<file path="src/rtl/subleq_datapath.sv">
// Register/arithmetic datapath for the SUBLEQ machine: PC, A/B/C, VA/VB, RES, bus muxing and VB-VA.
// Optional halt detection on negative jump targets is enabled by defining HALT_DET_EN.
module subleq_datapath #(
   parameter int DW       = 8,
   parameter int AW       = 8,
   parameter int RESET_PC = 0
) (
   input  logic          clk,
   input  logic          res,
   input  logic [2:0]    adr_reg_sel,
   input  logic          adr_dir,
   input  logic [2:0]    dat_reg_sel,
   input  logic          dat_dir,
   input  logic          ram_ope,
   input  logic          ram_ena,
   input  logic [1:0]    pc_mod,
   input  logic [DW-1:0] dat_in,
   output logic [DW-1:0] dat_out,
   output logic [AW-1:0] adr_out,
   output logic [DW-1:0] sub_out,
   output logic          sub_val
`ifdef HALT_DET_EN
   ,
   output logic          halt
`endif
);

   localparam logic [2:0] SEL_PC  = 3'd0;
   localparam logic [2:0] SEL_A   = 3'd1;
   localparam logic [2:0] SEL_B   = 3'd2;
   localparam logic [2:0] SEL_C   = 3'd3;
   localparam logic [2:0] SEL_VA  = 3'd4;
   localparam logic [2:0] SEL_VB  = 3'd5;
   localparam logic [2:0] SEL_RES = 3'd6;

   localparam logic [AW-1:0] PC_INIT = AW'(RESET_PC);

   logic [AW-1:0] pc;
   logic [DW-1:0] a, b, c, va, vb, rs;
   logic          pend;
   logic          load;

   logic [DW-1:0] rd_vec [8];
   logic [DW-1:0] pc_ext;
   logic [DW-1:0] adr_val;
   logic [AW-1:0] adr_val_aw;
   logic [AW-1:0] dat_in_aw;
   logic [AW-1:0] c_aw;

   // Width adaptation between the data and address domains.
   generate
      if (AW >= DW) begin : g_pc_trunc
         assign pc_ext = pc[DW-1:0];
      end else begin : g_pc_ext
         assign pc_ext = {{(DW-AW){1'b0}}, pc};
      end
      if (AW <= DW) begin : g_adr_trunc
         assign adr_val_aw = adr_val[AW-1:0];
         assign dat_in_aw  = dat_in[AW-1:0];
         assign c_aw       = c[AW-1:0];
      end else begin : g_adr_ext
         assign adr_val_aw = {{(AW-DW){1'b0}}, adr_val};
         assign dat_in_aw  = {{(AW-DW){1'b0}}, dat_in};
         assign c_aw       = {{(AW-DW){1'b0}}, c};
      end
   endgenerate

   always_comb begin
      rd_vec[0] = pc_ext;
      rd_vec[1] = a;
      rd_vec[2] = b;
      rd_vec[3] = c;
      rd_vec[4] = va;
      rd_vec[5] = vb;
      rd_vec[6] = rs;
      rd_vec[7] = '0;
   end

   assign adr_val = rd_vec[adr_reg_sel];
   assign adr_out = adr_dir ? adr_val_aw : '0;
   assign dat_out = dat_dir ? rd_vec[dat_reg_sel] : '0;
   assign sub_out = rs;

`ifdef HALT_DET_EN
   assign load = ram_ena && !ram_ope && !dat_dir && !halt;
`else
   assign load = ram_ena && !ram_ope && !dat_dir;
`endif

   always_ff @(posedge clk or posedge res) begin
      if (res) begin
         pc      <= PC_INIT;
         a       <= '0;
         b       <= '0;
         c       <= '0;
         va      <= '0;
         vb      <= '0;
         rs      <= '0;
         pend    <= 1'b0;
         sub_val <= 1'b0;
`ifdef HALT_DET_EN
         halt    <= 1'b0;
`endif
      end else begin
         // A subtract already in flight still completes after halt.
         sub_val <= pend;
         if (pend) rs <= vb - va;
         pend <= 1'b0;

         if (load) begin
            case (dat_reg_sel)
               SEL_A:  a <= dat_in;
               SEL_B:  b <= dat_in;
               SEL_C:  c <= dat_in;
               SEL_VA: begin
                  va   <= dat_in;
                  pend <= 1'b1;
               end
               SEL_VB: begin
                  vb   <= dat_in;
                  pend <= 1'b1;
               end
               default: ;
            endcase
         end

`ifdef HALT_DET_EN
         if (!halt) begin
            case (pc_mod)
               2'b00: if (load && dat_reg_sel == SEL_PC) pc <= dat_in_aw;
               2'b01: pc <= pc + 1'b1;
               2'b10: begin
                  if (c[DW-1]) halt <= 1'b1;
                  else         pc   <= c_aw;
               end
               default: pc <= PC_INIT;
            endcase
         end
`else
         case (pc_mod)
            2'b00: if (load && dat_reg_sel == SEL_PC) pc <= dat_in_aw;
            2'b01: pc <= pc + 1'b1;
            2'b10: pc <= c_aw;
            default: pc <= PC_INIT;
         endcase
`endif
      end
   end

   // RES is intentionally absent from the load decode: only the subtractor writes it.
   logic unused_sel;
   assign unused_sel = (SEL_RES == 3'd6);

endmodule
</file>
<file path="config.mk">
export PLATFORM = sky130hd
export DESIGN_NAME = subleq_datapath
export DESIGN_NICKNAME = d
export VERILOG_FILES = /design/src/rtl/subleq_datapath.sv
export SDC_FILE = /design/constraint.sdc
export NUM_CORES = 1
export LEC_CHECK = 0
export ABC_AREA = 1
export CORE_MARGIN = 2
export CORE_UTILIZATION = 61
export DETAILED_ROUTE_END_ITERATION = 8
export GPL_TIMING_DRIVEN = 0
export PLACE_DENSITY = 0.87
export SLEW_MARGIN = 20
export SYNTH_ARGS = -nofsm -noshare
export SYNTH_HDL_FRONTEND = slang
export SYNTH_SLANG_ARGS = --single-unit
</file>
<file path="constraint.sdc">
create_clock -name clk -period 4 [get_ports clk]
set_input_delay 0.6 -clock clk [delete_from_list [all_inputs] [get_ports clk]]
set_output_delay 0.6 -clock clk [all_outputs]
set_load 0.05 [all_outputs]
</file>
==> key figures, run 1 <==
Run status
  – Outcome: finished clean

Power
  – Seq pwr share: 0.383
  – Switching part of the total: 0.423
  – Comb power frac: 0.379
  – Clock Power Share: 0.239
  – Peak supply drop: 0.000374 V
  – Switch Pwr: 0.000918 W
  – Leakage: 2.19 nW
  – Pwr per Cell Area: 478 nW/um2
  – Int Pwr: 0.00125 W

Die
  – Die Height: 83.2 um
  – Die ar.: 6920 um2
  – Core Area: 5990 um2
  – Cell Rows: 28
  – IO Pins: 47
  – Die width: 83.2 um
  – Initial Utilization: 0.639

CTS
  – Clk pin slew, worst setup/hold paths: 70 ps
  – CTS sink cnt: 58
  – Post-cts gate resize count: 0
  – Number of buffers inserted by hold repair at cts: 0
  – Clk Latency, worst-skew pair: 340 ps
  – # Post-CTS Setup Buffers: 0
  – CTS H-tree depth: 3
  – Root Driver: clkbuf_8
  – CTS tree: built
  – Clock tree buffer depth: 2
  – TritonCTS Buffers: 9

Synth
  – Yosys top cell by area: dfrtp_1
  – Cell variety after synth: 29
  – Top-count cell post-synth: nand2_1
  – Syn Nets: 587
  – Cells after Synth: 556
  – Prevailing post-synth register cell: dfrtp_1
  – Most frequent cells after synthesis: nand2_1 (181), inv_1 (76), o21ai_0 (76)
  – Post-synth top area share: 0.379
  – Synthesized flop and latch total: 58
  – Area contributors post-synth: dfrtp_1 (38%), nand2_1 (18%), o21ai_0 (9.9%)
  – Syn avg cell area: 6.88 um2
  – Syn Std Cell Area: 3830 um2
  – Post-synthesis sequential area ratio: 0.379
  – Post-synth EDFFs: 0
  – Synth async-reset ratio: 1.00
  – Yosys warns: 0

Timing
  – Peak Freq: 266 MHz
  – Clock skew: 5.70 ps
  – Rel. slew slack: 0.528
  – Final setup viols: 0
  – Final period util: 0.940
  – Fin. max-slew vios: 0
  – Final WS setup: 240 ps
  – Post-layout min period: 3760 ps
  – Worst Hold Slack: 489 ps
  – Tightest Pin Transition: 708 ps
  – Fin Setup TNS: 0 ps
  – Hold Violations, Final: 0
  – RSZ-0062 raised after global routing: false

GRT
  – Vias in the first global route: 3946
  – Gr ovfl total: 0
  – Number of antenna violations at the first check in global routing: 0
  – First-pass GRT wire length: 19900 um
  – GRT Util Overall: 0.367
  – Pin count of the biggest net entering global routing: 59

Drt
  – DRC violations left: 0
  – Final WL: 12100 um
  – DRT Pass-1 Iters: 7
  – Post-DR vias/cell: 6.02
  – Total number of vias: 4155
  – Post-DR wirelength/cell: 17.6 um
  – Final antenna-violating net count: 0
  – Initial DRC Count: 465

Setup path
  – CP max-delay cell: clkdlybuf4s50_1
  – Crit path arrival time: 3160 ps
  – Worst setup EP type: output pin
  – CP top delay family: buffers and inverters
  – CP startpoint kind: input pin
  – Reg2Reg Launch Point: vb[0]$_DFFE_PP0P_
  – Crit path max fanout: 10
  – Worst path cell trace: clkdlybuf4s50_1 > nor2_1 > inv_1 > buf_2 > o21ai_0 > o21ai_0 > nor2_1 > clkdlybuf4s50_1
  – Register-to-Register Path Depth: 8
  – Worst R2R Setup Slack: 2230 ps
  – RR Endpoint: sub_out[4]$_DFFE_PP0P_
  – Largest stage delay on the critical path: 820 ps
  – Critical setup path kind: in2out
  – Worst path required time: 3400 ps
  – Worst Path Buf+Inv: 4

Place
  – Port Buffer Count: 43
  – HPWL Detailed: 9030 um
  – GPL Wtd Cong: 0.968
  – Pre-CTS WS: 373 ps

Finish
  – N_diodes: 0
  – Finished Core Util: 0.759
  – Share of layout cells above drive strength 1: 0.0846
  – Synthesis-to-layout area growth: 18.7%
  – # nets final: 641
  – Fill cells: 461

Worst hold path
  – Hold Crit Start: c[1]$_DFFE_PP0P_
  – Worst Hold End: c[1]$_DFFE_PP0P_
  – Hold Path Depth: 2
  – Hold Path Class: reg2reg

Run
  – Total of max-cap violations: 0
==> power groups by stage <==
stage | Clock, W | Combinational (W) | Sequential, W
2_1_floorplan | 0 | 0.000460 | 0.000901
3_3_place_gp | 0 | 0.000779 | 0.000828
3_5_place_dp | 0 | 0.000801 | 0.000832
4_1_cts | 0.000518 | 0.000807 | 0.000824
5_1_grt | 0.000543 | 0.000903 | 0.000844
6_report | 0.000518 | 0.000822 | 0.000831
==> metrics by stage <==
step	cells	cell area [um2]	total power (W)
5_1_grt	690	4540	0.00229
3_5_place_dp	674	4350	0.00163
6_report	690	4540	0.00217
4_1_cts	690	4540	0.00215
3_3_place_gp	674	4350	0.00161
2_1_floorplan	556	3830	0.00136
==> worst min-delay path: cells and delay by family (launching register included) <==
kind / cells / cell delay, ps
simple gates: 1 / 50
compound gates: 1 / 60
flops: 1 / 350
==> kinds of logic after synthesis <==
group | Yosys count | synth area share
AO/OA/AOI/OAI | 132 | 0.199
adder cells (fa/ha/maj) | 9 | 0.0314
XOR/XNOR | 2 | 0.00458
AND/OR/NAND/NOR | 256 | 0.275
buffers and inverters | 99 | 0.111
flip-flops | 58 | 0.379
==> sequential cells by signal, summed over array words and instances (netlist names) <==
name / cells
a: 8
b: 8
c: 8
pc: 8
pend: 1
sub_out: 8
sub_val: 1
va: 8
vb: 8
==> metal layers <==
layer,routed length [um],vias up,GRT usage
met5,0,-,0
met4,323,0,0.130
met3,1590,38,0.0815
met2,5260,303,0.540
met1,4980,1902,0.535
li1,-,1912,-
==> cell usage in the layout, fill, tap and decap left out, drive strengths merged <==
master / instances
nand2: 183
o21ai: 94
inv: 77
dfrtp: 58
clkdlybuf4s50: 43
nand3: 37
nor2: 28
clkbuf: 18
buf: 14
a21oi: 13
o22ai: 9
o211ai: 8
a31oi: 8
ha: 8
nor3: 6
clkinv: 4
clkinvlp: 2
nand3b: 1
xnor2: 1
nand4: 1
xor2: 1
fa: 1
==> how the worst max path moves through the flow <==
stage,start,endpoint,slack [ps],cells after the start
after floorplan,adr_reg_sel[1],adr_out[0],1270,7
after global placement,dat_reg_sel[1],dat_out[4],360,9
after detailed placement,dat_reg_sel[1],dat_out[3],370,9
after CTS,dat_reg_sel[1],dat_out[3],310,8
after global routing,dat_reg_sel[0],dat_out[3],200,10
final,dat_reg_sel[1],dat_out[3],240,8
==> cell type report <==
cell class	count	area [um2]	share of cell area
Clock inverter	4	25.0	0.00551
Sequential cell	58	1450	0.319
Timing Repair Buffer	43	430	0.0947
Clock buffer	12	165	0.0363
Multi-Input combinational cell	399	1950	0.430
Buffer	20	128	0.0281
Tap cell	75	93.8	0.0206
Inverter	79	299	0.0658
(Power assumes the default switching activity.)
==> run 2: changes to the inputs <==
--- a/config.mk
+++ b/config.mk
@@ -7,10 +7,10 @@
 export LEC_CHECK = 0
 export ABC_AREA = 1
 export CORE_MARGIN = 2
-export CORE_UTILIZATION = 61
+export CORE_UTILIZATION = 37
 export DETAILED_ROUTE_END_ITERATION = 8
 export GPL_TIMING_DRIVEN = 0
-export PLACE_DENSITY = 0.87
+export PLACE_DENSITY = 0.58
 export SLEW_MARGIN = 20
 export SYNTH_ARGS = -nofsm -noshare
 export SYNTH_HDL_FRONTEND = slang
==> constraint.sdc (replaced) <==
create_clock -name clk -period 4 [get_ports clk]
set_input_delay 0.8 -clock clk [delete_from_list [all_inputs] [get_ports clk]]
set_output_delay 0.8 -clock clk [all_outputs]
set_load 0.05 [all_outputs]
==> key figures, run 2 (synthesis gave the netlist of run 1 again) <==
Run status
  – Outcome: finished clean (unchanged)

Setup path
  – Worst path cell trace: clkdlybuf4s50_1 > buf_2 > buf_2 > a21oi_1 > o21ai_0 > a31oi_1 > clkdlybuf4s50_1 (was clkdlybuf4s50_1 > nor2_1 > inv_1 > buf_2 > o21ai_0 > o21ai_0 > nor2_1 > clkdlybuf4s50_1)
  – Worst setup EP type: output pin (unchanged)
  – Crit path arrival time: 3080 ps (was 3160 ps)
  – Crit path max fanout: 10 (unchanged)
  – CP startpoint kind: input pin (unchanged)
  – Largest stage delay on the critical path: 850 ps (was 820 ps)
  – Worst R2R Setup Slack: 2310 ps (was 2230 ps)
  – Worst path required time: 3200 ps (was 3400 ps)
  – CP max-delay cell: clkdlybuf4s50_1 (unchanged)
  – CP top delay family: buffers and inverters (unchanged)
  – Critical setup path kind: in2out (unchanged)
  – Worst Path Buf+Inv: 4 (unchanged)

Power
  – Pwr per Cell Area: 458 nW/um2 (was 478 nW/um2)
  – Leakage: 2.28 nW (was 2.19 nW)
  – PnR Total Power: 0.00212 W (was 0.00217 W)
  – Peak supply drop: 0.000203 V (was 0.000374 V)

CTS
  – Clk pin slew, worst setup/hold paths: 60 ps (was 70 ps)
  – CTS tree: built (unchanged)
  – # Post-CTS Setup Buffers: 0 (unchanged)
  – CTS sink cnt: 58 (unchanged)
  – CTS H-tree depth: 3 (unchanged)
  – TritonCTS Buffers: 9 (unchanged)
  – Number of buffers inserted by hold repair at cts: 0 (unchanged)
  – Root Driver: clkbuf_8 (unchanged)
  – Clk Latency, worst-skew pair: 340 ps (about the same)
  – Clock tree buffer depth: 2 (unchanged)

Drt
  – Post-DR vias/cell: 5.21 (was 6.02)
  – Final WL: 12500 um (was 12100 um)
  – Total number of vias: 3921 (was 4155)
  – Final antenna-violating net count: 0 (unchanged)
  – Post-DR wirelength/cell: 16.6 um (was 17.6 um)
  – DRC violations left: 0 (unchanged)
  – Initial DRC Count: 318 (was 465)
  – DRT Pass-1 Iters: 5 (was 7)

Place
  – GPL Wtd Cong: 0.942 (was 0.968)
  – HPWL Detailed: 9670 um (was 9030 um)
  – Port Buffer Count: 43 (unchanged)

Die
  – Initial Utilization: 0.376 (was 0.639)
  – Die width: 106 um (was 83.2 um)
  – IO Pins: 47 (unchanged)
  – Cell Rows: 37 (was 28)
  – Core Area: 10200 um2 (was 5990 um2)
  – Die Height: 106 um (was 83.2 um)
  – Die ar.: 11200 um2 (was 6920 um2)

Timing
  – Final period util: 0.970 (was 0.940)
  – Post-layout min period: 3880 ps (was 3760 ps)
  – Final setup viols: 0 (unchanged)
  – Worst Hold Slack: 478 ps (was 489 ps)
  – Fin. max-slew vios: 0 (unchanged)
  – Peak Freq: 258 MHz (was 266 MHz)
  – Rel. slew slack: 0.639 (was 0.528)
  – RSZ-0062 raised after global routing: false (unchanged)
  – Clock skew: 8.68 ps (was 5.70 ps)
  – Tightest Pin Transition: 539 ps (was 708 ps)
  – Hold Violations, Final: 0 (unchanged)

GRT
  – Pin count of the biggest net entering global routing: 48 (was 59)
  – Number of antenna violations at the first check in global routing: 0 (unchanged)
  – First-pass GRT wire length: 19700 um (was 19900 um)
  – Gr ovfl total: 0 (unchanged)
  – GRT Util Overall: 0.232 (was 0.367)
  – Vias in the first global route: 3624 (was 3946)

Finish
  – Most common cell after layout, fill and taps aside: nand2_1 (unchanged)
  – # nets final: 642 (was 641)
  – Multi-input gate area: 1950 um2 (unchanged)
  – N_diodes: 0 (unchanged)
  – Share of layout cells above drive strength 1: 0.0844 (was 0.0846)
  – Most frequent cells in the layout: nand2_1 (181), o21ai_0 (76), inv_1 (75) (unchanged)
  – Register area: 1450 um2 (unchanged)
  – Synthesis-to-layout area growth: 20.9% (was 18.7%)
  – Fill cells: 1120 (was 461)

Run
  – Total of max-cap violations: 0 (unchanged)

Worst hold path
  – Hold Path Class: reg2reg (unchanged)
run 2: cell count changes in the layout (fill, tap and decap cells not counted), sizes merged:
cell | before | now
dlygate4sd2 | 0 | 9
buf | 14 | 15
dlymetal6s2s | 0 | 4
clkbuf | 18 | 17
clkdlybuf4s50 | 43 | 30
clkinv | 4 | 5
run 2: power by group:
group	total [W]	switching [W]	internal, W	leakage (nW)
Sequential	0.000828	0.000126	0.000702	0.754
Clock	0.000484	0.000246	0.000238	0.0851
Combinational	0.000806	0.000532	0.000274	1.45
run 2: worst reg2reg max path, stage by stage, from the launching register on:
cell and delay, ps:
dfrtp_1 380, inv_1 150, ha_1 170, inv_1 60, fa_1 410, a21oi_1 220, nand2_1 70, nand2_1 50
o21ai_0 60
run 2: final cells by class:
class	instances	area share
Buffer	20	0.0276
Clock buffer	11	0.0305
Clock inverter	5	0.00649
Inverter	79	0.0646
Multi-Input combinational cell	399	0.422
Sequential cell	58	0.314
Tap cell	136	0.0368
Timing Repair Buffer	44	0.0987
run 2: final timing paths:
path,from,endpoint,cells past startpoint
max reg2reg,vb[0]$_DFFE_PP0P_,sub_out[4]$_DFFE_PP0P_,8
min reg2reg,va[2]$_DFFE_PP0P_,va[2]$_DFFE_PP0P_,2
max in group asynchronous,res,pc[0]$_DFFE_PP0P_,3
min,va[2]$_DFFE_PP0P_,va[2]$_DFFE_PP0P_,2
min in group asynchronous,res,sub_out[4]$_DFFE_PP0P_,2
max,adr_reg_sel[0],adr_out[4],7
run 2: through the flow:
step           std cells  setup WS (ps)  TNS (ps)  cell area (um2)   util
5_1_grt              752           11.9         0             4630  0.454
2_1_floorplan        556            866         0             3830      -
3_3_place_gp         735           -114      -525             4430  0.435
6_report             752            122         0             4630  0.454
3_5_place_dp         736           -120      -567             4460  0.438
4_1_cts              752           56.8         0             4620  0.453
run 2: per-layer routing:
metal | part of all wire | GRT usage
met3 | 0.068 | 0.0377
met2 | 0.44 | 0.345
met4 | 0.015 | 0.0714
met1 | 0.48 | 0.345
met5 | 0 | 0
run 2: timing repair:
item / in CTS / in global routing
gates resized for setup: 9 / 4
setup endpoints to repair: 9 / 4
pin swaps: 0 / 0
==> edit 1, RTL diff (flow settings as in run 2) <==
Register the inputs `adr_reg_sel`, `adr_dir` and `dat_in` before use, without a reset. The logic sees them one clock later. The other inputs are not delayed to match.
--- a/src/rtl/subleq_datapath.sv
+++ b/src/rtl/subleq_datapath.sv
@@ -37,2 +37,12 @@
 
+   logic [2:0] adr_reg_sel_q;
+   logic adr_dir_q;
+   logic [DW-1:0] dat_q;
+
+   always_ff @(posedge clk) begin
+      adr_reg_sel_q <= adr_reg_sel;
+      adr_dir_q     <= adr_dir;
+      dat_q         <= dat_in;
+   end
+
    logic [AW-1:0] pc;
@@ -58,3 +68,3 @@
          assign adr_val_aw = adr_val[AW-1:0];
-         assign dat_in_aw  = dat_in[AW-1:0];
+         assign dat_in_aw  = dat_q[AW-1:0];
          assign c_aw       = c[AW-1:0];
@@ -62,3 +72,3 @@
          assign adr_val_aw = {{(AW-DW){1'b0}}, adr_val};
-         assign dat_in_aw  = {{(AW-DW){1'b0}}, dat_in};
+         assign dat_in_aw  = {{(AW-DW){1'b0}}, dat_q};
          assign c_aw       = {{(AW-DW){1'b0}}, c};
@@ -78,4 +88,4 @@
 
-   assign adr_val = rd_vec[adr_reg_sel];
-   assign adr_out = adr_dir ? adr_val_aw : '0;
+   assign adr_val = rd_vec[adr_reg_sel_q];
+   assign adr_out = adr_dir_q ? adr_val_aw : '0;
    assign dat_out = dat_dir ? rd_vec[dat_reg_sel] : '0;
@@ -111,7 +121,7 @@
             case (dat_reg_sel)
-               SEL_A:  a <= dat_in;
-               SEL_B:  b <= dat_in;
-               SEL_C:  c <= dat_in;
+               SEL_A:  a <= dat_q;
+               SEL_B:  b <= dat_q;
+               SEL_C:  c <= dat_q;
                SEL_VA: begin
-                  va   <= dat_in;
+                  va   <= dat_q;
                   pend <= 1'b1;
@@ -119,3 +129,3 @@
                SEL_VB: begin
-                  vb   <= dat_in;
+                  vb   <= dat_q;
                   pend <= 1'b1;
Function: changed (a bounded check fails within 4 cycles, from zero or initial values).
==> edit 1 against run 2 <==
Final cell count increased by 2.5%; synthesized area rose by 6.5%; setup slack better by 0.028 ns; sequential share of layout area is 3.2 points higher; design area increased by 5.9%; maximum frequency is 0.73% higher; wire length increased by 3.7%; total power is 9.0% higher; clock power grew 8.3%; sequential cell count rose by 12; critical path type unchanged.
==> edit 1: results (changes against run 2) <==
status = finished clean
Post-Synthesis Cells = 568 (+2.2%)
post-route insts no fill = 771 (+2.5%)
CP startpoint = dat_reg_sel[0]
drt first pass iters = 4 (-1)
Finished Cell Area = 0.00490 mm^2 (+5.9%)
All-Layer GR Usage = 0.237 (+0.00481)
layout cells sized above 1 = 0.0856 (+0.00116)
maximum vdd drop = 0.254 mV (+25%)
xor and xnor area share after synthesis = 0.00430 (-0.000280)
Synth Area in Compound Gates = 0.179 (-0.0204)
Rel. slew slack = 0.634 (-0.00519)
vias in the first global route = 3,561 (-1.7%)
Worst Min Path Start = va[6]
placed cells = 755 (+2.6%)
Leak = 2.34 nW (+2.5%)
Adder-Cell Fraction of Synth Area = 0.0295 (-0.00192)
Syn Nets = 599 (+2.0%)
worst path arrival time = 3.05 ns (-0.03 ns)
Area after DPL = 0.00473 mm^2 (+6.2%)
Hold Path Sink = va[6]
met2 Resource Use GR = 0.328 (-0.0169)
Clock Skew = 0.00918 ns (+0.000502 ns)
Seq/Total Area, Yosys = 0.415 (+0.0358)
hold slack = 0.488 ns (+0.00914 ns)
fin nets = 657 (+2.3%)
M1 WL = 6350 um (+6.4%)
DR iter-0 viols = 326 (+2.5%)
hpwl dp = 10,100 um (+4.1%)
Net Sw Frac = 0.417 (-0.00988)
fin worst setup slack = 0.150 ns (+0.0282 ns)
most common library cells after synthesis = nand2_1 (184), o21ai_0 (74), inv_1 (67), dfrtp_1 (58), nand3_1 (38)
number of port buffers = 46 (+7.0%)
Final Wtd Congestion = 0.939 (-0.25%)
H-tree lvl count = 3 (unchanged)
Worst Setup EP = dat_out[5]
grt met3 use = 0.0353 (-0.00246)
Fill cells = 1,146 (+2.3%)
wire length on met2 = 5390 um (-1.2%)
worst-skew pair later-pin latency = 0.36 ns (+0.02 ns)
Async SR Flop Fraction = 0.829 (-0.171)
met3 WL = 826 um (-2.2%)
top cells by area, synth = dfrtp_1 (36%), nand2_1 (17%), o21ai_0 (9.1%), inv_1 (6.2%), dfxtp_1 (5.9%)
Hold Path Stages = 2 (unchanged)
largest net degree at the start of global routing = 35 (-27%)
met1 usage = 0.361 (+0.0155)
CP peak stage delay = 0.56 ns (-0.29 ns)
first-pass GRT wire length = 20,600 um (+4.6%)
[edit 1: power by group through the flow]
stage | combinational, W | clock (W) | sequential, W
floorplan | 0.000455 | 0 | 0.00104
CTS | 0.000804 | 0.000544 | 0.000977
global placement | 0.000799 | 0 | 0.000989
finish | 0.000806 | 0.000524 | 0.000980
global route | 0.000900 | 0.000579 | 0.000996
detailed placement | 0.000805 | 0 | 0.000989
[edit 1: what timing repair did]
| item | in CTS | in global routing |
|---|---|---|
| hold buffers | 0 | 0 |
| setup endpoints to repair | 7 | 3 |
| pin swaps | 0 | 0 |
| resized for setup | 7 | 3 |
[edit 1: area by class of cell]
type | instances | share of cell area
well taps | 140 | 0.0358
clock buffers | 13 | 0.0304
clock inverters | 3 | 0.00409
flip-flops and latches | 70 | 0.345
plain buffers | 19 | 0.0260
repair buffers | 47 | 0.0973
inverters | 70 | 0.0541
multi-input cells | 409 | 0.407
==> edit 2, RTL diff (flow settings as in run 2) <==
Made on the original files. `DW`: 8 -> 6.
--- a/src/rtl/subleq_datapath.sv
+++ b/src/rtl/subleq_datapath.sv
@@ -3,3 +3,3 @@
 module subleq_datapath #(
-   parameter int DW       = 8,
+   parameter int DW       = 6,
    parameter int AW       = 8,
Ports: changed (resized dat_in, dat_out and sub_out); port bits go from 47 to 41. The function was not compared with the original's and may differ.
==> edit 2 against run 2 <==
Count of clock-buffer cells in the layout is 6 lower; design area is 23% lower; setup slack worse by 0.0052 ns; sequential share of layout area is 0.60 points lower; total power is 23% lower; synthesized area is 23% lower; wire length is 33% lower; sequential cell count is 14 lower; synthesized cell count is 24% lower; hold slack better by 0.0090 ns.
==> edit 2: results (changes against run 2) <==
initial antenna violation count = 0 (unchanged)
Post-CTS Resized = 0 (-9)
Post-Synthesis Cells = 423 (-24%)
most common library cells after synthesis = nand2_1 (146), dfrtp_1 (44), inv_1 (39), nor2_1 (37), o21ai_0 (35)
vias in the first global route = 2,654 (-27%)
placed cells = 564 (-23%)
status = finished clean
grt met3 use = 0.0290 (-0.00872)
H-tree lvl count = 2 (-1)
Final Wtd Congestion = 0.847 (-10%)
Via Count = 2,833 (-28%)
met2 Resource Use GR = 0.308 (-0.0372)
xor and xnor area share after synthesis = 0.00299 (-0.00159)
Synth Area in Compound Gates = 0.180 (-0.0192)
All-Layer GR Usage = 0.201 (-0.0315)
Clock Skew = 0.00529 ns (-0.00339 ns)
Leak = 1.66 nW (-27%)
maximum vdd drop = 0.212 mV (+4.4%)
Async SR Flop Fraction = 1.00 (unchanged)
postcts setup bufs = 0 (unchanged)
Hold Crit Class = flop to flop
first-pass GRT wire length = 13,600 um (-31%)
Post-CTS Hold Fix Bufs = 0 (unchanged)
Root Buffer = clkbuf_8
synth unique cells = 28 (-3.4%)
Adder-Cell Fraction of Synth Area = 0.0325 (+0.00108)
synth warn = 0 (unchanged)
Setup WS pre-CTS = 0.146 ns (+0.266 ns)
worst-skew pair later-pin latency = 0.30 ns (-0.04 ns)
Clock transition at path regs = 0.09 ns (+0.03 ns)
top cells by area, synth = dfrtp_1 (38%), nand2_1 (19%), o21ai_2 (6.3%), o21ai_0 (6.0%), inv_1 (5.0%)
CP max-delay cell = clkdlybuf4s50_1
wire length after detailed routing = 8370 um (-33%)
Internal Power = 0.000984 W (-19%)
main combinational cell family by area after synthesis = simple AND/OR/NAND/NOR gates
Rel. slew slack = 0.665 (+0.0256)
largest net degree at the start of global routing = 32 (-33%)
DR iter-0 viols = 264 (-17%)
mux contribution to synthesized area = 0 (unchanged)
fin nets = 496 (-23%)
number of port buffers = 37 (-14%)
Vias/cell = 4.96 (-4.8%)
met1 usage = 0.303 (-0.0426)
CTS buffer count = 5 (-4)
Area after DPL = 0.00345 mm^2 (-23%)
Seq/Total Area, Yosys = 0.376 (-0.00330)
layout cells sized above 1 = 0.119 (+0.0350)
Fill cells = 837 (-25%)
hpwl dp = 6550 um (-32%)
edit 2: cell types whose count changed after synthesis, sizes merged, moves of 14 or more:
| cell | delta |
|---|---|
| inv | -33 |
| nand2 | -35 |
| o21ai | -24 |
| dfrtp | -14 |
| nand3 | -19 |
| nor2 | +14 |
edit 2: power by group through the flow:
stage | registers [W] | clock network, W | logic [W]
6_report | 0.000646 | 0.000406 | 0.000570
5_1_grt | 0.000655 | 0.000430 | 0.000636
4_1_cts | 0.000642 | 0.000414 | 0.000573
3_5_place_dp | 0.000650 | 0 | 0.000570
3_3_place_gp | 0.000649 | 0 | 0.000561
2_1_floorplan | 0.000681 | 0 | 0.000332
edit 2: layer usage:
metal / share of wire / routed length [um]
met5: 0 / 0
met1: 0.50 / 4180
met2: 0.43 / 3600
met4: 0.012 / 97
met3: 0.058 / 483
edit 2: layout make-up:
class | instances | area [um^2] | area share
clock inverters | 2 | 60.1 | 0.0168
flip-flops and latches | 44 | 1100 | 0.308
inverters | 45 | 169 | 0.0472
well taps | 102 | 128 | 0.0357
repair buffers | 38 | 390 | 0.109
clock buffers | 5 | 68.8 | 0.0192
multi-input cells | 319 | 1550 | 0.434
plain buffers | 16 | 109 | 0.0304
edit 2: worst paths after layout:
| path | startpoint | end | slack [ns] | cells after the start |
|---|---|---|---|---|
| max in group asynchronous | res | pc[5] | 2.76 | 3 |
| setup reg to reg | va[0] | sub_out[4] | 2.31 | 10 |
| hold / removal | a[4] | a[4] | 0.49 | 2 |
| hold reg to reg | a[4] | a[4] | 0.49 | 2 |
| setup / recovery | dat_reg_sel[1] | dat_out[0] | 0.12 | 9 |
| min in group asynchronous | res | va[1] | 0.77 | 2 |
